`src/rtl/ps2_host_tx.sv`:
```
// ps2_host_tx -- PS/2 host-to-device command transmitter.
//
// Takes one command byte over a start/ready/done handshake, builds the
// 11-bit frame (start, 8 data LSB first, odd parity, stop), performs the
// request-to-send sequence on the open-drain clock/data pads and checks
// the device ACK.
//
// Optional feature macro: PS2_TX_RETRY_EN
//   When defined, a NACK or first-clock timeout is retried up to MAX_RETRY
//   times before the error is reported. When undefined, every error
//   finishes at once and retries stays 0.
//
// Ports
//   qzt_clk, rst_n     system clock, async active-low reset
//   tx_data, tx_start  command byte and request (accepted while ready=1)
//   ready, done        idle indicator, one-cycle end-of-transfer pulse
//   err, err_code      result of last transfer (00 ok, 01 first-clock
//                      timeout, 10 frame timeout, 11 NACK)
//   retries            retries used by the last transfer
//   ps2c_i, ps2d_i     asynchronous pad levels
//   ps2c_oe, ps2d_oe   1 = pull pad low, 0 = release
//   state              current FSM state (debug)
//
// state | meaning
// 0     | IDLE      waiting for tx_start
// 1     | INHIBIT   clock held low, start bit placed halfway through
// 2     | RELEASE   clock released, first-clock watchdog loaded
// 3     | SEND      data/parity/stop placed on device falling edges
// 4     | ACK       sample device ACK on 11th falling edge
// 5     | WAIT_IDLE wait for both lines high
// 6     | FINISH    issue done
// 7     | RETRY     both lines released before another request
module ps2_host_tx #(
  parameter int CLK_HZ       = 50_000_000,
  parameter int INHIBIT_US   = 100,
  parameter int FIRST_CLK_US = 15000,
  parameter int FRAME_US     = 2000,
  parameter int MAX_RETRY    = 2
) (
  input  logic       qzt_clk,
  input  logic       rst_n,
  input  logic [7:0] tx_data,
  input  logic       tx_start,
  output logic       ready,
  output logic       done,
  output logic       err,
  output logic [1:0] err_code,
  output logic [1:0] retries,
  input  logic       ps2c_i,
  input  logic       ps2d_i,
  output logic       ps2c_oe,
  output logic       ps2d_oe,
  output logic [3:0] state
);

  localparam int CYC_PER_US    = CLK_HZ / 1_000_000;
  localparam int INHIBIT_CYC   = CYC_PER_US * INHIBIT_US;
  localparam int FIRST_CLK_CYC = CYC_PER_US * FIRST_CLK_US;
  localparam int FRAME_CYC     = CYC_PER_US * FRAME_US;
  localparam int T_MAX_A       = (INHIBIT_CYC > FIRST_CLK_CYC) ? INHIBIT_CYC : FIRST_CLK_CYC;
  localparam int T_MAX         = (T_MAX_A > FRAME_CYC) ? T_MAX_A : FRAME_CYC;
  localparam int TW            = $clog2(T_MAX + 1);

  localparam logic [TW-1:0] INH_LOAD   = TW'(INHIBIT_CYC - 1);
  // Start bit goes out INHIBIT_CYC/2 cycles after the clock is pulled low.
  localparam logic [TW-1:0] INH_HALF   = TW'(INHIBIT_CYC - 1 - INHIBIT_CYC / 2);
  localparam logic [TW-1:0] FIRST_LOAD = TW'(FIRST_CLK_CYC - 1);
  localparam logic [TW-1:0] FRAME_LOAD = TW'(FRAME_CYC - 1);

  localparam logic [1:0] RETRY_LIMIT = (MAX_RETRY > 3) ? 2'd3 : 2'(MAX_RETRY);
`ifdef PS2_TX_RETRY_EN
  localparam bit RETRY_EN = 1'b1;
`else
  localparam bit RETRY_EN = 1'b0;
`endif

  localparam logic [3:0] S_IDLE      = 4'd0;
  localparam logic [3:0] S_INHIBIT   = 4'd1;
  localparam logic [3:0] S_RELEASE   = 4'd2;
  localparam logic [3:0] S_SEND      = 4'd3;
  localparam logic [3:0] S_ACK       = 4'd4;
  localparam logic [3:0] S_WAIT_IDLE = 4'd5;
  localparam logic [3:0] S_FINISH    = 4'd6;
  localparam logic [3:0] S_RETRY     = 4'd7;

  logic [3:0]    r_state;
  logic [TW-1:0] r_timer;
  logic [9:0]    r_shift;
  logic [7:0]    r_data;
  logic [3:0]    r_bitcnt;
  logic          r_first;
  logic          r_c_oe, r_d_oe, r_done, r_err;
  logic [1:0]    r_err_code, r_retries;
  logic          r_c_meta, r_c_sync, r_c_sync_d, r_d_meta, r_d_sync;

  logic          w_fall, w_tc, w_fail, w_retry;
  logic [1:0]    w_fail_code;
  logic [9:0]    w_frame;

  always_ff @(posedge qzt_clk or negedge rst_n) begin
    if (!rst_n) begin
      r_c_meta   <= 1'b1;
      r_c_sync   <= 1'b1;
      r_c_sync_d <= 1'b1;
      r_d_meta   <= 1'b1;
      r_d_sync   <= 1'b1;
    end else begin
      r_c_meta   <= ps2c_i;
      r_c_sync   <= r_c_meta;
      r_c_sync_d <= r_c_sync;
      r_d_meta   <= ps2d_i;
      r_d_sync   <= r_d_meta;
    end
  end

  assign w_fall  = r_c_sync_d & ~r_c_sync;
  assign w_tc    = (r_timer == '0);
  assign w_frame = {1'b1, ~^r_data, r_data};

  always_comb begin
    w_fail      = 1'b0;
    w_fail_code = 2'b00;
    case (r_state)
      S_SEND: begin
        if (!w_fall && w_tc) begin
          w_fail      = 1'b1;
          w_fail_code = r_first ? 2'b10 : 2'b01;
        end
      end
      S_ACK: begin
        if (w_fall) begin
          if (r_d_sync) begin
            w_fail      = 1'b1;
            w_fail_code = 2'b11;
          end
        end else if (w_tc) begin
          w_fail      = 1'b1;
          w_fail_code = 2'b10;
        end
      end
      S_WAIT_IDLE: begin
        if (!(r_c_sync && r_d_sync) && w_tc) begin
          w_fail      = 1'b1;
          w_fail_code = 2'b10;
        end
      end
      default: ;
    endcase
  end

  // Frame timeouts are never retried; only NACK and first-clock timeout.
  assign w_retry = RETRY_EN && (w_fail_code != 2'b10) && (r_retries < RETRY_LIMIT);

  always_ff @(posedge qzt_clk or negedge rst_n) begin
    if (!rst_n) begin
      r_state    <= S_IDLE;
      r_timer    <= '0;
      r_shift    <= '1;
      r_data     <= '0;
      r_bitcnt   <= '0;
      r_first    <= 1'b0;
      r_c_oe     <= 1'b0;
      r_d_oe     <= 1'b0;
      r_done     <= 1'b0;
      r_err      <= 1'b0;
      r_err_code <= 2'b00;
      r_retries  <= 2'b00;
    end else if (w_fail) begin
      r_c_oe <= 1'b0;
      r_d_oe <= 1'b0;
      if (w_retry) begin
        r_state   <= S_RETRY;
        r_timer   <= INH_LOAD;
        r_retries <= r_retries + 2'd1;
        r_shift   <= w_frame;
        r_bitcnt  <= '0;
        r_first   <= 1'b0;
      end else begin
        r_state    <= S_FINISH;
        r_err      <= 1'b1;
        r_err_code <= w_fail_code;
      end
    end else begin
      case (r_state)
        S_IDLE: begin
          if (tx_start) begin
            r_data     <= tx_data;
            r_shift    <= {1'b1, ~^tx_data, tx_data};
            r_bitcnt   <= '0;
            r_first    <= 1'b0;
            r_err      <= 1'b0;
            r_err_code <= 2'b00;
            r_retries  <= 2'b00;
            r_timer    <= INH_LOAD;
            r_state    <= S_INHIBIT;
          end
        end
        S_INHIBIT: begin
          r_c_oe <= 1'b1;
          if (r_timer == INH_HALF) r_d_oe <= 1'b1;
          if (w_tc) r_state <= S_RELEASE;
          else      r_timer <= r_timer - TW'(1);
        end
        S_RELEASE: begin
          r_c_oe  <= 1'b0;
          r_timer <= FIRST_LOAD;
          r_state <= S_SEND;
        end
        S_SEND: begin
          if (w_fall) begin
            r_d_oe   <= ~r_shift[0];
            r_shift  <= {1'b1, r_shift[9:1]};
            r_bitcnt <= r_bitcnt + 4'd1;
            if (!r_first) begin
              r_first <= 1'b1;
              r_timer <= FRAME_LOAD;
            end else if (!w_tc) begin
              r_timer <= r_timer - TW'(1);
            end
            if (r_bitcnt == 4'd9) r_state <= S_ACK;
          end else begin
            r_timer <= r_timer - TW'(1);
          end
        end
        S_ACK: begin
          if (w_fall) r_state <= S_WAIT_IDLE;
          else        r_timer <= r_timer - TW'(1);
        end
        S_WAIT_IDLE: begin
          if (r_c_sync && r_d_sync) r_state <= S_FINISH;
          else if (!w_tc)           r_timer <= r_timer - TW'(1);
        end
        S_FINISH: begin
          // Two cycles: done is raised in the second, ready the cycle after.
          if (!r_done) begin
            r_done <= 1'b1;
          end else begin
            r_done  <= 1'b0;
            r_state <= S_IDLE;
          end
        end
        S_RETRY: begin
          if (w_tc) begin
            r_timer <= INH_LOAD;
            r_state <= S_INHIBIT;
          end else begin
            r_timer <= r_timer - TW'(1);
          end
        end
        default: r_state <= S_IDLE;
      endcase
    end
  end

  assign ready    = (r_state == S_IDLE);
  assign done     = r_done;
  assign err      = r_err;
  assign err_code = r_err_code;
  assign retries  = r_retries;
  assign ps2c_oe  = r_c_oe;
  assign ps2d_oe  = r_d_oe;
  assign state    = r_state;

endmodule
```
`config.mk`:
```
export PLATFORM = sky130hd
export DESIGN_NAME = ps2_host_tx
export DESIGN_NICKNAME = d
export VERILOG_FILES = /design/src/rtl/ps2_host_tx.sv
export SDC_FILE = /design/constraint.sdc
export NUM_CORES = 1
export LEC_CHECK = 0
export ABC_CLOCK_PERIOD_IN_PS = 5250
export BUFFER_PORTS_ARGS = -buffer_cell sky130_fd_sc_hd__buf_2
export CORE_MARGIN = 2
export CORE_UTILIZATION = 65
export DETAILED_ROUTE_END_ITERATION = 12
export PLACE_DENSITY = 0.9
export SYNTH_ARGS = -nofsm -noshare
export SYNTH_HDL_FRONTEND = slang
export SYNTH_SLANG_ARGS = --single-unit
```
`constraint.sdc`:
```
create_clock -name qzt_clk -period 5.25 [get_ports qzt_clk]
set_input_delay 0.525 -clock qzt_clk [delete_from_list [all_inputs] [get_ports qzt_clk]]
set_output_delay 0.525 -clock qzt_clk [all_outputs]
set_load 0.02 [all_outputs]
```
Word level (Yosys, flattened, before mapping)
Index checks and enable logic that the tools add are counted.

storage, ports and cells
  register bits = 50
  bits in latches = 0
  RAM bits = 0
  memory bits (read-only) = 0
  input bits = 13
  output and inout bits = 13
  word-level logic and storage cells = 115
  memories = 0

operators by class
  add/sub/neg operators = 2
  multipliers = 0
  div/mod/pow operators = 0
  order comparisons = 0
  equal/unequal tests = 22
  shift operators = 0
  multiplexer cells = 52
  bitwise gates (word level) = 4
  reductions and logical operators = 20

operators by type and width
  cell                   number
  $mux 20                7
  $pmux 20 s7            1
  $mux 4                 11
  $pmux 4 s8             1
  $ne 3x3->1 const B     8
  $eq 20x12->1 const B   1
  $logic_not 20->1       1
  $mux 10                2
  $pmux 10 s2            1
  $sub 20x1->20 const B  1
  $mux 2                 9
  $eq 4x3->1 const B     4
  $mux 1                 14
  $eq 4x2->1 const B     2
  $ne 2x2->1 const B     4
  $pmux 4 s2             1
  $reduce_and 8->1       1
  $reduce_xnor 8->1      1
  $reduce_bool 7->1      1
  $pmux 1 s2             3
  $pmux 2 s3             1
  $reduce_bool 2->1      3
  $reduce_bool 3->1      2
  $reduce_and 5->1       1
  other kinds (13)       19

Logic depth before layout (Yosys ltp)
Gate-level depths: netlist of the first run.

  depth in word-level cells = 8
  depth in mapped cells = 12
  gate-level depth less buffers = 11

Worst setup path before layout of the first run
No wires, ideal clock.

  kind = flip-flop to flip-flop
  start point = reg r_timer[0]
  end point = reg r_timer[0]
  library setup time = 129 ps
  arrival time = 2092 ps
  required time = 5121 ps
  path slack = 3029 ps
  cell stages (with the launch flop) = 13
  path buffers = 1
  clock period less this slack = 2221 ps
  path through = dfrtp_1 inv_1 ha_1 nor4b_1 nand3_1 nor2_4 inv_2 buf_6 ha_1 inv_1 a31oi_1 a22oi_1 o21ai_0

on the way
  longest elaborated chain between the ends = 6
  elaborated cells on any way between the ends = 18
  classes of those cells = add/sub: 1; mux: 12; bitwise: 1; reduce/logical: 4

ends and longest elaborated chain
  element                                                                RTL line  RTL
  start, declared                                                        87        logic [TW-1:0] r_timer;
  start signal, assigned                                                 202       else r_timer <= r_timer - TW'(1);
  start signal, assigned                                                 218       r_timer <= r_timer - TW'(1);
  start signal, assigned                                                 222       r_timer <= r_timer - TW'(1);
  parallel branches: the longest is 6 deep, another holds $sub 20x1->20  n/a

Parallel ways; which one is timed is not known. The select of a mux whose other input is x is not followed.
A chain may end at the register's enable or synchronous reset.

Final worst setup path of the first run
Ends and elaborated chain as after synthesis.

==> results of run 1 <==
power by group through the flow:
stage / Clock, mW / Sequential, mW / Combinational, mW
2_1_floorplan: 0 / 0.382 / 0.0181
3_3_place_gp: 0 / 0.382 / 0.0310
3_5_place_dp: 0 / 0.382 / 0.0312
4_1_cts: 0.217 / 0.375 / 0.0313
5_1_grt: 0.230 / 0.376 / 0.0345
6_report: 0.213 / 0.375 / 0.0311
critical path: stages, from the launching register on:
cell                      delay, ns
sky130_fd_sc_hd__dfrtp_1       0.47
sky130_fd_sc_hd__inv_1         0.16
sky130_fd_sc_hd__ha_1          0.18
sky130_fd_sc_hd__nor4b_1       0.28
sky130_fd_sc_hd__nand3_1       0.27
sky130_fd_sc_hd__nor2_4        0.38
sky130_fd_sc_hd__inv_2         0.21
sky130_fd_sc_hd__ha_1          0.31
sky130_fd_sc_hd__inv_1         0.09
sky130_fd_sc_hd__a31oi_1       0.09
sky130_fd_sc_hd__a22oi_1       0.21
sky130_fd_sc_hd__o21ai_0       0.09
cell usage after synthesis (all sizes together) (4+ instances only):
master	number
dfstp	14
nor3	12
nor2	27
inv	18
a31oi	17
ha	6
dfrtp	34
a21oi	26
o22ai	5
xor2	4
nor4	6
buf	13
xnor2	9
o221ai	5
mux2i	9
nand2b	4
nor2b	5
nand3	14
o2bb2ai	9
o211ai	6
nand4	7
nand2	40
o21ai	34
clkbuf	14
logic make-up after synthesis:
| group | Yosys count | synth area share [%] |
|---|---|---|
| AOI/OAI and AO/OA | 130 | 25.9 |
| xor gates and xnor gates | 13 | 3.47 |
| adders and majority gates | 6 | 2.29 |
| buffers and inverters | 45 | 8.30 |
| DFF | 48 | 37.1 |
| muxes | 9 | 2.74 |
| other | 1 | 0.114 |
| and+or+nand+nor | 124 | 20.1 |
stage by stage:
| step | total power [mW] | utilization [%] | worst slack [ns] |
|---|---|---|---|
| floorplan | 0.400 | - | 3.03 |
| detailed placement | 0.414 | 69.3 | 2.47 |
| finish | 0.620 | 71.0 | 2.39 |
| global placement | 0.413 | 69.3 | 2.54 |
| global route | 0.640 | 71.0 | 2.15 |
| CTS | 0.624 | 71.0 | 2.45 |
registers in the layout (all words and copies together) (netlist names), 2 cells and up:
name and count:
r_bitcnt 4, err_code 2, r_shift 9, state 3, r_timer 20
cell type report:
class | instances | area share, %
tap | 67 | 2.47
multi-input combinational | 285 | 53.0
clock inverter | 1 | 0.147
inverter | 18 | 1.99
timing repair buffer | 27 | 4.34
clock buffer | 7 | 2.25
sequential | 48 | 35.8
layer usage:
metal / wire [µm] / vias up / GRT usage (%)
met3: 621 / 17 / 5.76
li1: - / 1407 / -
met1: 3640 / 1441 / 45.4
met4: 164 / 0 / 10.7
met2: 3970 / 172 / 48.9
met5: 0 / - / 0
worst max-delay path by stage:
stage,slack (ns),end,start,depth (start not counted)
2_1_floorplan,3.03,r_timer[0],r_timer[0],12
3_3_place_gp,2.54,r_timer[0],r_timer[0],11
3_5_place_dp,2.47,r_timer[0],r_timer[0],11
6_report,2.39,r_timer[0],r_timer[0],11
5_1_grt,2.15,r_timer[0],r_timer[0],11
4_1_cts,2.45,r_timer[0],r_timer[0],11
==> run_summary.xml, run 1 <==
<?xml version="1.0" encoding="UTF-8"?>
<metrics>
  <group name="outcome">
    <metric name="status" unit="">finished clean</metric>
  </group>
  <group name="pwr">
    <metric name="net-switching-power" unit="mW">0.141</metric>
    <metric name="comb_power_share" unit="%">5.0</metric>
    <metric name="leakage" unit="nW">1.34</metric>
    <metric name="p_seq_share" unit="%">60.6</metric>
    <metric name="peakVddDrop" unit="mV">0.188</metric>
    <metric name="p_clk_share" unit="%">34.4</metric>
    <metric name="p_int" unit="mW">0.478</metric>
    <metric name="sw_frac_of_total" unit="%">22.8</metric>
    <metric name="power.density" unit="nW/µm²">182</metric>
  </group>
  <group name="drt">
    <metric name="postRouteAntennaNets" unit="">0</metric>
    <metric name="detail_route.drc_violations" unit="">0</metric>
    <metric name="dr.pass1.iters" unit="">5</metric>
    <metric name="routedWlPerCell" unit="µm">18.5</metric>
    <metric name="mean_number_of_vias_per_cell" unit="">6.70</metric>
    <metric name="vias" unit="">3037</metric>
    <metric name="totalWireLength" unit="µm">8390</metric>
    <metric name="drt_first_iter_violations" unit="">472</metric>
  </group>
  <group name="cts">
    <metric name="clk_root_buffer_cell" unit="">sky130_fd_sc_hd__clkbuf_8</metric>
    <metric name="source_to_sink_clock_delay_at_the_later_pin_of_the_worst_skew_pair" unit="ns">0.30</metric>
    <metric name="ctsLongestPathBuffers" unit="">2</metric>
    <metric name="clock_pin_transition_on_the_worst_setup_and_hold_timing_paths" unit="ns">0.08</metric>
    <metric name="post_cts.resized_instances" unit="">0</metric>
    <metric name="htree_levels" unit="">2</metric>
    <metric name="postCtsSetupBuffers" unit="">0</metric>
    <metric name="ctsHoldBuffers" unit="">0</metric>
    <metric name="cts-buffers-inserted" unit="">5</metric>
    <metric name="cts_tree" unit="">built</metric>
    <metric name="cts_num_sinks" unit="">48</metric>
  </group>
  <group name="final_layout">
    <metric name="nets" unit="">404</metric>
    <metric name="final-instance-count-excl-fill" unit="">453</metric>
    <metric name="antennaDiodeCount" unit="">0</metric>
    <metric name="multi_input_area" unit="µm²">1800</metric>
    <metric name="post_route_cells_drive_above_1_share" unit="%">16.1</metric>
    <metric name="regArea" unit="µm²">1220</metric>
    <metric name="mostFrequentLayoutCell" unit="">sky130_fd_sc_hd__nand2_1</metric>
    <metric name="area.growth.synth_to_final" unit="%">3.50</metric>
    <metric name="most-common-layout-cells" unit="">sky130_fd_sc_hd__nand2_1 (39), sky130_fd_sc_hd__dfrtp_1 (34), sky130_fd_sc_hd__o21ai_0 (32)</metric>
    <metric name="final_cell_area" unit="µm²">3400</metric>
    <metric name="final.fill_count" unit="">378</metric>
  </group>
  <group name="placed_design">
    <metric name="placement.io_buffers" unit="">22</metric>
    <metric name="placed_cells" unit="">445</metric>
    <metric name="post_dp_cell_area" unit="µm²">3320</metric>
    <metric name="dpl.hpwl" unit="µm">5910</metric>
    <metric name="gp_routability_congestion" unit="">0.927</metric>
  </group>
  <group name="floorplan">
    <metric name="floorplan.die.height" unit="µm">75.1</metric>
    <metric name="num_rows" unit="">25</metric>
    <metric name="io_count" unit="">26</metric>
    <metric name="die_footprint" unit="µm²">5640</metric>
    <metric name="chipWidth" unit="µm">75.1</metric>
    <metric name="initial_core_utilization" unit="%">68.6</metric>
    <metric name="core_area" unit="µm²">4790</metric>
  </group>
  <group name="sta">
    <metric name="achievable-frequency" unit="MHz">350</metric>
    <metric name="finalHoldWorstSlack" unit="ns">0.313</metric>
    <metric name="fin_worst_skew" unit="ns">0.00408</metric>
    <metric name="final.min_clock_period" unit="ns">2.86</metric>
    <metric name="fin_tns_setup" unit="ns">0</metric>
    <metric name="report.final.slew_viol_count" unit="">0</metric>
    <metric name="period_share" unit="%">54.5</metric>
    <metric name="setup_repair_after_global_routing_missed_its_margin" unit="">false</metric>
    <metric name="finalHoldViolCount" unit="">0</metric>
    <metric name="tightestPinTransition" unit="ns">1.04</metric>
    <metric name="report.final.setup_viol" unit="">0</metric>
    <metric name="max_slew_headroom" unit="%">30.6</metric>
  </group>
  <group name="grt">
    <metric name="grt_pass1_vias" unit="">2732</metric>
    <metric name="gr-total-overflow" unit="">0</metric>
    <metric name="globalRouteTotalUtil" unit="%">31.8</metric>
    <metric name="grt_antenna_before_repair" unit="">0</metric>
    <metric name="grt_max_degree" unit="">49</metric>
    <metric name="grt_first_pass_wirelength" unit="µm">13500</metric>
  </group>
  <group name="hold_path">
    <metric name="min-delay-path-class" unit="">in2reg</metric>
    <metric name="hold_path_depth" unit="">1</metric>
    <metric name="min-delay-start" unit="">ps2d_i</metric>
    <metric name="hold-path-endpoint" unit="">r_d_meta</metric>
  </group>
  <group name="yosys">
    <metric name="synth_flop_cell" unit="">sky130_fd_sc_hd__dfrtp_1</metric>
    <metric name="synth_top_area_share" unit="%">25.9</metric>
    <metric name="synth.ff_latch_count" unit="">48</metric>
    <metric name="synth_cell_type_count" unit="">61</metric>
    <metric name="yosysSeqAreaShare" unit="%">37.1</metric>
    <metric name="synth_largest_area_cell" unit="">sky130_fd_sc_hd__dfrtp_1</metric>
    <metric name="synthTopCellsByArea" unit="">sky130_fd_sc_hd__dfrtp_1 (26%), sky130_fd_sc_hd__dfstp_2 (11%), sky130_fd_sc_hd__o21ai_0 (4.9%)</metric>
    <metric name="synthesis.area" unit="µm²">3280</metric>
    <metric name="asyncSetResetFlopFracSynth" unit="%">100</metric>
    <metric name="synth_enable_flop_cells" unit="">0</metric>
    <metric name="yosysWarnings" unit="">0</metric>
    <metric name="synthesis.area_per_instance" unit="µm²">8.74</metric>
    <metric name="netlist_instances" unit="">376</metric>
  </group>
  <group name="worst_setup_path">
    <metric name="worst_ep_required_time" unit="ns">5.43</metric>
    <metric name="critPathKind" unit="">reg2reg</metric>
    <metric name="maximum_fanout_along_the_worst_path" unit="">14</metric>
    <metric name="critical_path.endpoint_type" unit="">register</metric>
    <metric name="arrival" unit="ns">3.04</metric>
    <metric name="setup.reg_to_reg.worst_slack" unit="ns">2.39</metric>
    <metric name="setup_crit_start_kind" unit="">register</metric>
    <metric name="crit-reg2reg-launch" unit="">r_timer[0]</metric>
    <metric name="worstReg2RegEnd" unit="">r_timer[0]</metric>
    <metric name="r2r.worst_path.cells" unit="">11</metric>
  </group>
  <group name="flow_run">
    <metric name="timing.max_cap.violations" unit="">0</metric>
  </group>
</metrics>
(Power assumes the default switching activity.)
==> run 2: changes to the inputs <==
==> config.mk (replaced) <==
export PLATFORM = sky130hd
export DESIGN_NAME = ps2_host_tx
export DESIGN_NICKNAME = d
export VERILOG_FILES = /design/src/rtl/ps2_host_tx.sv
export SDC_FILE = /design/constraint.sdc
export NUM_CORES = 1
export LEC_CHECK = 0
export ABC_AREA = 1
export ABC_CLOCK_PERIOD_IN_PS = 2400
export BUFFER_PORTS_ARGS = -buffer_cell sky130_fd_sc_hd__buf_2
export CORE_MARGIN = 2
export CORE_UTILIZATION = 55
export DETAILED_ROUTE_END_ITERATION = 12
export PLACE_DENSITY = 0.82
export SYNTH_ARGS = -nofsm -noshare
export SYNTH_HDL_FRONTEND = slang
export SYNTH_SLANG_ARGS = --single-unit
==> constraint.sdc (replaced) <==
create_clock -name qzt_clk -period 2.4 [get_ports qzt_clk]
set_input_delay 0.24 -clock qzt_clk [delete_from_list [all_inputs] [get_ports qzt_clk]]
set_output_delay 0.24 -clock qzt_clk [all_outputs]
set_load 0.02 [all_outputs]
==> run 2 against run 1 <==
Via count up 2.4%. Total power rose to 8.0 times the previous value. Synthesized area up 5.9%. Core utilization down 8.6 points. Combinational power rose to 90 times the previous value. First-iteration DRC count down 52%. Critical endpoint unchanged. Largest power group is now combinational cells.
==> run_summary.xml, run 2 <==
<?xml version="1.0" encoding="UTF-8"?>
<metrics>
  <group name="cts">
    <metric name="source_to_sink_clock_delay_at_the_later_pin_of_the_worst_skew_pair" unit="ns">0.31</metric>
    <metric name="clock_pin_transition_on_the_worst_setup_and_hold_timing_paths" unit="ns">0.09</metric>
    <metric name="ctsLongestPathBuffers" unit="">2</metric>
    <metric name="cts_num_sinks" unit="">48</metric>
    <metric name="ctsHoldBuffers" unit="">0</metric>
    <metric name="post_cts.resized_instances" unit="">0</metric>
    <metric name="cts-buffers-inserted" unit="">5</metric>
    <metric name="htree_levels" unit="">2</metric>
    <metric name="cts_tree" unit="">built</metric>
    <metric name="postCtsSetupBuffers" unit="">0</metric>
    <metric name="clk_root_buffer_cell" unit="">sky130_fd_sc_hd__clkbuf_8</metric>
  </group>
  <group name="yosys">
    <metric name="synth.most_common_cell" unit="">sky130_fd_sc_hd__nand2_1</metric>
    <metric name="synth_flop_cell" unit="">sky130_fd_sc_hd__dfrtp_1</metric>
    <metric name="yosysSeqAreaShare" unit="%">35.0</metric>
    <metric name="synth.ff_latch_count" unit="">48</metric>
    <metric name="asyncSetResetFlopFracSynth" unit="%">100</metric>
    <metric name="synth_top_area_share" unit="%">24.5</metric>
    <metric name="synth_largest_area_cell" unit="">sky130_fd_sc_hd__dfrtp_1</metric>
    <metric name="synthesis.area" unit="µm²">3480</metric>
    <metric name="synth_cell_type_count" unit="">42</metric>
    <metric name="yosysWarnings" unit="">0</metric>
    <metric name="synthTopCellsByArea" unit="">sky130_fd_sc_hd__dfrtp_1 (24%), sky130_fd_sc_hd__nand2_1 (13%), sky130_fd_sc_hd__dfstp_2 (11%)</metric>
    <metric name="netlist_instances" unit="">456</metric>
    <metric name="synth_enable_flop_cells" unit="">0</metric>
    <metric name="yosys-top-cells-count" unit="">sky130_fd_sc_hd__nand2_1 (125), sky130_fd_sc_hd__nor2_1 (39), sky130_fd_sc_hd__dfrtp_1 (34)</metric>
    <metric name="synthesis.area_per_instance" unit="µm²">7.63</metric>
  </group>
  <group name="final_layout">
    <metric name="largest_reg_flops" unit="">20</metric>
    <metric name="reg_top3" unit="">r_timer: 20 flops, r_shift: 9 flops, r_bitcnt: 4 flops</metric>
    <metric name="final_cell_area" unit="µm²">3760</metric>
    <metric name="final-instance-count-excl-fill" unit="">556</metric>
    <metric name="most-common-layout-cells" unit="">sky130_fd_sc_hd__nand2_1 (125), sky130_fd_sc_hd__nor2_1 (38), sky130_fd_sc_hd__dfrtp_1 (34)</metric>
    <metric name="area.growth.synth_to_final" unit="%">8.17</metric>
    <metric name="post_route_cells_drive_above_1_share" unit="%">22.7</metric>
    <metric name="finish.utilization" unit="%">62.4</metric>
    <metric name="top_register" unit="">r_timer</metric>
    <metric name="antennaDiodeCount" unit="">0</metric>
    <metric name="mostFrequentLayoutCell" unit="">sky130_fd_sc_hd__nand2_1</metric>
    <metric name="nets" unit="">499</metric>
  </group>
  <group name="floorplan">
    <metric name="floorplan.die.height" unit="µm">83.5</metric>
    <metric name="initial_core_utilization" unit="%">57.7</metric>
    <metric name="core_area" unit="µm²">6030</metric>
    <metric name="io_count" unit="">26</metric>
    <metric name="chipWidth" unit="µm">83.5</metric>
    <metric name="die_footprint" unit="µm²">6970</metric>
    <metric name="num_rows" unit="">28</metric>
  </group>
  <group name="sta">
    <metric name="fin_worst_skew" unit="ns">0.00552</metric>
    <metric name="tightestPinTransition" unit="ns">0.866</metric>
    <metric name="final.min_clock_period" unit="ns">2.27</metric>
    <metric name="achievable-frequency" unit="MHz">441</metric>
    <metric name="fin_tns_setup" unit="ns">0</metric>
    <metric name="setup_slack" unit="ns">0.135</metric>
    <metric name="max_slew_headroom" unit="%">42.3</metric>
    <metric name="setup_repair_after_global_routing_missed_its_margin" unit="">false</metric>
    <metric name="finalHoldViolCount" unit="">0</metric>
    <metric name="period_share" unit="%">94.4</metric>
    <metric name="report.final.slew_viol_count" unit="">0</metric>
    <metric name="report.final.setup_viol" unit="">0</metric>
    <metric name="finalHoldWorstSlack" unit="ns">0.0124</metric>
  </group>
  <group name="pwr">
    <metric name="p_clk_share" unit="%">12.9</metric>
    <metric name="comb_power_share" unit="%">56.8</metric>
    <metric name="leakage" unit="nW">1.88</metric>
    <metric name="total_power" unit="mW">4.94</metric>
    <metric name="net-switching-power" unit="mW">2.48</metric>
    <metric name="power.density" unit="nW/µm²">1310</metric>
    <metric name="p_seq_share" unit="%">30.3</metric>
    <metric name="sw_frac_of_total" unit="%">50.2</metric>
    <metric name="peakVddDrop" unit="mV">0.752</metric>
    <metric name="p_int" unit="mW">2.46</metric>
  </group>
  <group name="drt">
    <metric name="totalWireLength" unit="µm">8260</metric>
    <metric name="detail_route.drc_violations" unit="">0</metric>
    <metric name="dr.pass1.iters" unit="">5</metric>
    <metric name="drt_first_iter_violations" unit="">225</metric>
    <metric name="mean_number_of_vias_per_cell" unit="">5.60</metric>
    <metric name="routedWlPerCell" unit="µm">14.8</metric>
    <metric name="vias" unit="">3111</metric>
    <metric name="postRouteAntennaNets" unit="">0</metric>
  </group>
  <group name="worst_setup_path">
    <metric name="timing.critical_path.slowest_cell_delay" unit="ns">0.44</metric>
    <metric name="crit_buf_inv" unit="">3</metric>
    <metric name="setup.reg_to_reg.worst_slack" unit="ns">0.13</metric>
    <metric name="worstReg2RegEnd" unit="">r_timer[0]</metric>
    <metric name="critical_path.endpoint_type" unit="">register</metric>
    <metric name="worst_path_most_repeated_cell" unit="">sky130_fd_sc_hd__inv_1</metric>
    <metric name="worst_setup_path_startpoint" unit="">r_timer[2]</metric>
    <metric name="timing.critical_path.depth" unit="">10</metric>
    <metric name="path_delay_family" unit="">simple AND/OR/NAND/NOR gates</metric>
    <metric name="r2r.worst_path.cells" unit="">10</metric>
    <metric name="maximum_fanout_along_the_worst_path" unit="">4</metric>
    <metric name="critPathKind" unit="">reg2reg</metric>
    <metric name="arrival" unit="ns">2.47</metric>
    <metric name="timing.critical_path.to" unit="">r_timer[0]</metric>
    <metric name="series_of_cell_instances_along_the_critical_path" unit="">nor2_2 -&gt; inv_2 -&gt; nor3_1 -&gt; and3_1 -&gt; inv_1 -&gt; ha_1 -&gt; inv_1 -&gt; o22ai_1 -&gt; nor4_2 -&gt; o21ai_1</metric>
    <metric name="setup_crit_start_kind" unit="">register</metric>
    <metric name="crit-reg2reg-launch" unit="">r_timer[2]</metric>
    <metric name="critical-path-slowest-cell" unit="">sky130_fd_sc_hd__dfrtp_1</metric>
    <metric name="worst_ep_required_time" unit="ns">2.60</metric>
  </group>
  <group name="flow_run">
    <metric name="timing.max_cap.violations" unit="">0</metric>
  </group>
  <group name="placed_design">
    <metric name="placement.io_buffers" unit="">22</metric>
    <metric name="dpl.hpwl" unit="µm">6210</metric>
    <metric name="post-place-ws" unit="ns">0.208</metric>
    <metric name="placed_cells" unit="">548</metric>
    <metric name="gp_routability_congestion" unit="">0.948</metric>
    <metric name="post_dp_cell_area" unit="µm²">3630</metric>
  </group>
  <group name="grt">
    <metric name="grt_first_pass_wirelength" unit="µm">13700</metric>
    <metric name="grt_max_degree" unit="">41</metric>
    <metric name="grt_pass1_vias" unit="">2880</metric>
    <metric name="globalRouteTotalUtil" unit="%">24.1</metric>
    <metric name="gr-total-overflow" unit="">0</metric>
    <metric name="grt_antenna_before_repair" unit="">0</metric>
  </group>
  <group name="outcome">
    <metric name="status" unit="">finished clean</metric>
  </group>
  <group name="hold_path">
    <metric name="min-delay-path-class" unit="">in2reg</metric>
  </group>
</metrics>
==> run 2: cell types whose count changed after synthesis, moves of 7 or more <==
cell / change
sky130_fd_sc_hd__nand2_1: +86
sky130_fd_sc_hd__o21ai_0: -18
sky130_fd_sc_hd__o21ai_1: +18
sky130_fd_sc_hd__a31oi_1: -17
sky130_fd_sc_hd__inv_1: +16
sky130_fd_sc_hd__inv_2: +13
sky130_fd_sc_hd__nor2_1: +13
sky130_fd_sc_hd__a21oi_1: -12
sky130_fd_sc_hd__nand3_1: +10
sky130_fd_sc_hd__o21ai_2: +10
sky130_fd_sc_hd__o2bb2ai_1: -9
sky130_fd_sc_hd__clkbuf_1: -7
sky130_fd_sc_hd__nor2_2: +7
sky130_fd_sc_hd__nor2_4: +7
==> run 2: cell families after synthesis <==
| group | after synthesis | synth area share (%) |
|---|---|---|
| compound gates | 67 | 11.4 |
| xor+xnor | 23 | 5.79 |
| fa+ha+maj | 6 | 2.16 |
| buf+inv | 61 | 8.13 |
| flops | 48 | 35.0 |
| mux | 8 | 2.30 |
| other cells | 1 | 0.108 |
| simple gates | 242 | 35.0 |
==> run 2: power groups by stage <==
stage          combinational, mW  sequential (mW)  clock, mW
2_1_floorplan               2.20             1.48          0
3_3_place_gp                2.67             1.49          0
3_5_place_dp                2.74             1.51          0
4_1_cts                     2.76             1.49      0.647
5_1_grt                     3.13             1.54      0.671
6_report                    2.81             1.50      0.635
==> run 2: layout make-up <==
class / count / area (µm²)
well taps: 75 / 93.8
inverters: 48 / 180
multi-input cells: 349 / 1990
flip-flops and latches: 48 / 1220
fillers: 533 / 2260
clock buffers: 6 / 82.6
clock inverters: 2 / 38.8
repair buffers: 28 / 155
==> run 2: worst min path at each step <==
stage,startpoint,endpoint,slack (ns),depth (start not counted)
global route,ps2c_i,r_c_meta,0.008,1
finish,ps2d_i,r_d_meta,0.01,1
floorplan,rst_n,done,-0.06,0
CTS,ps2d_i,r_d_meta,0.006,1
detailed placement,ps2d_i,r_d_meta,0.35,1
global placement,r_d_meta,r_d_sync,0.35,0
==> run 2: layer usage <==
metal / share of wire, % / track usage, % / vias to the layer above / wire length, µm
li1: - / - / 1516 / -
met1: 44 / 31.8 / 1456 / 3610
met2: 48 / 40.1 / 117 / 3980
met3: 5.6 / 4.45 / 22 / 462
met4: 2.4 / 8.06 / 0 / 201
met5: 0 / 0 / - / 0
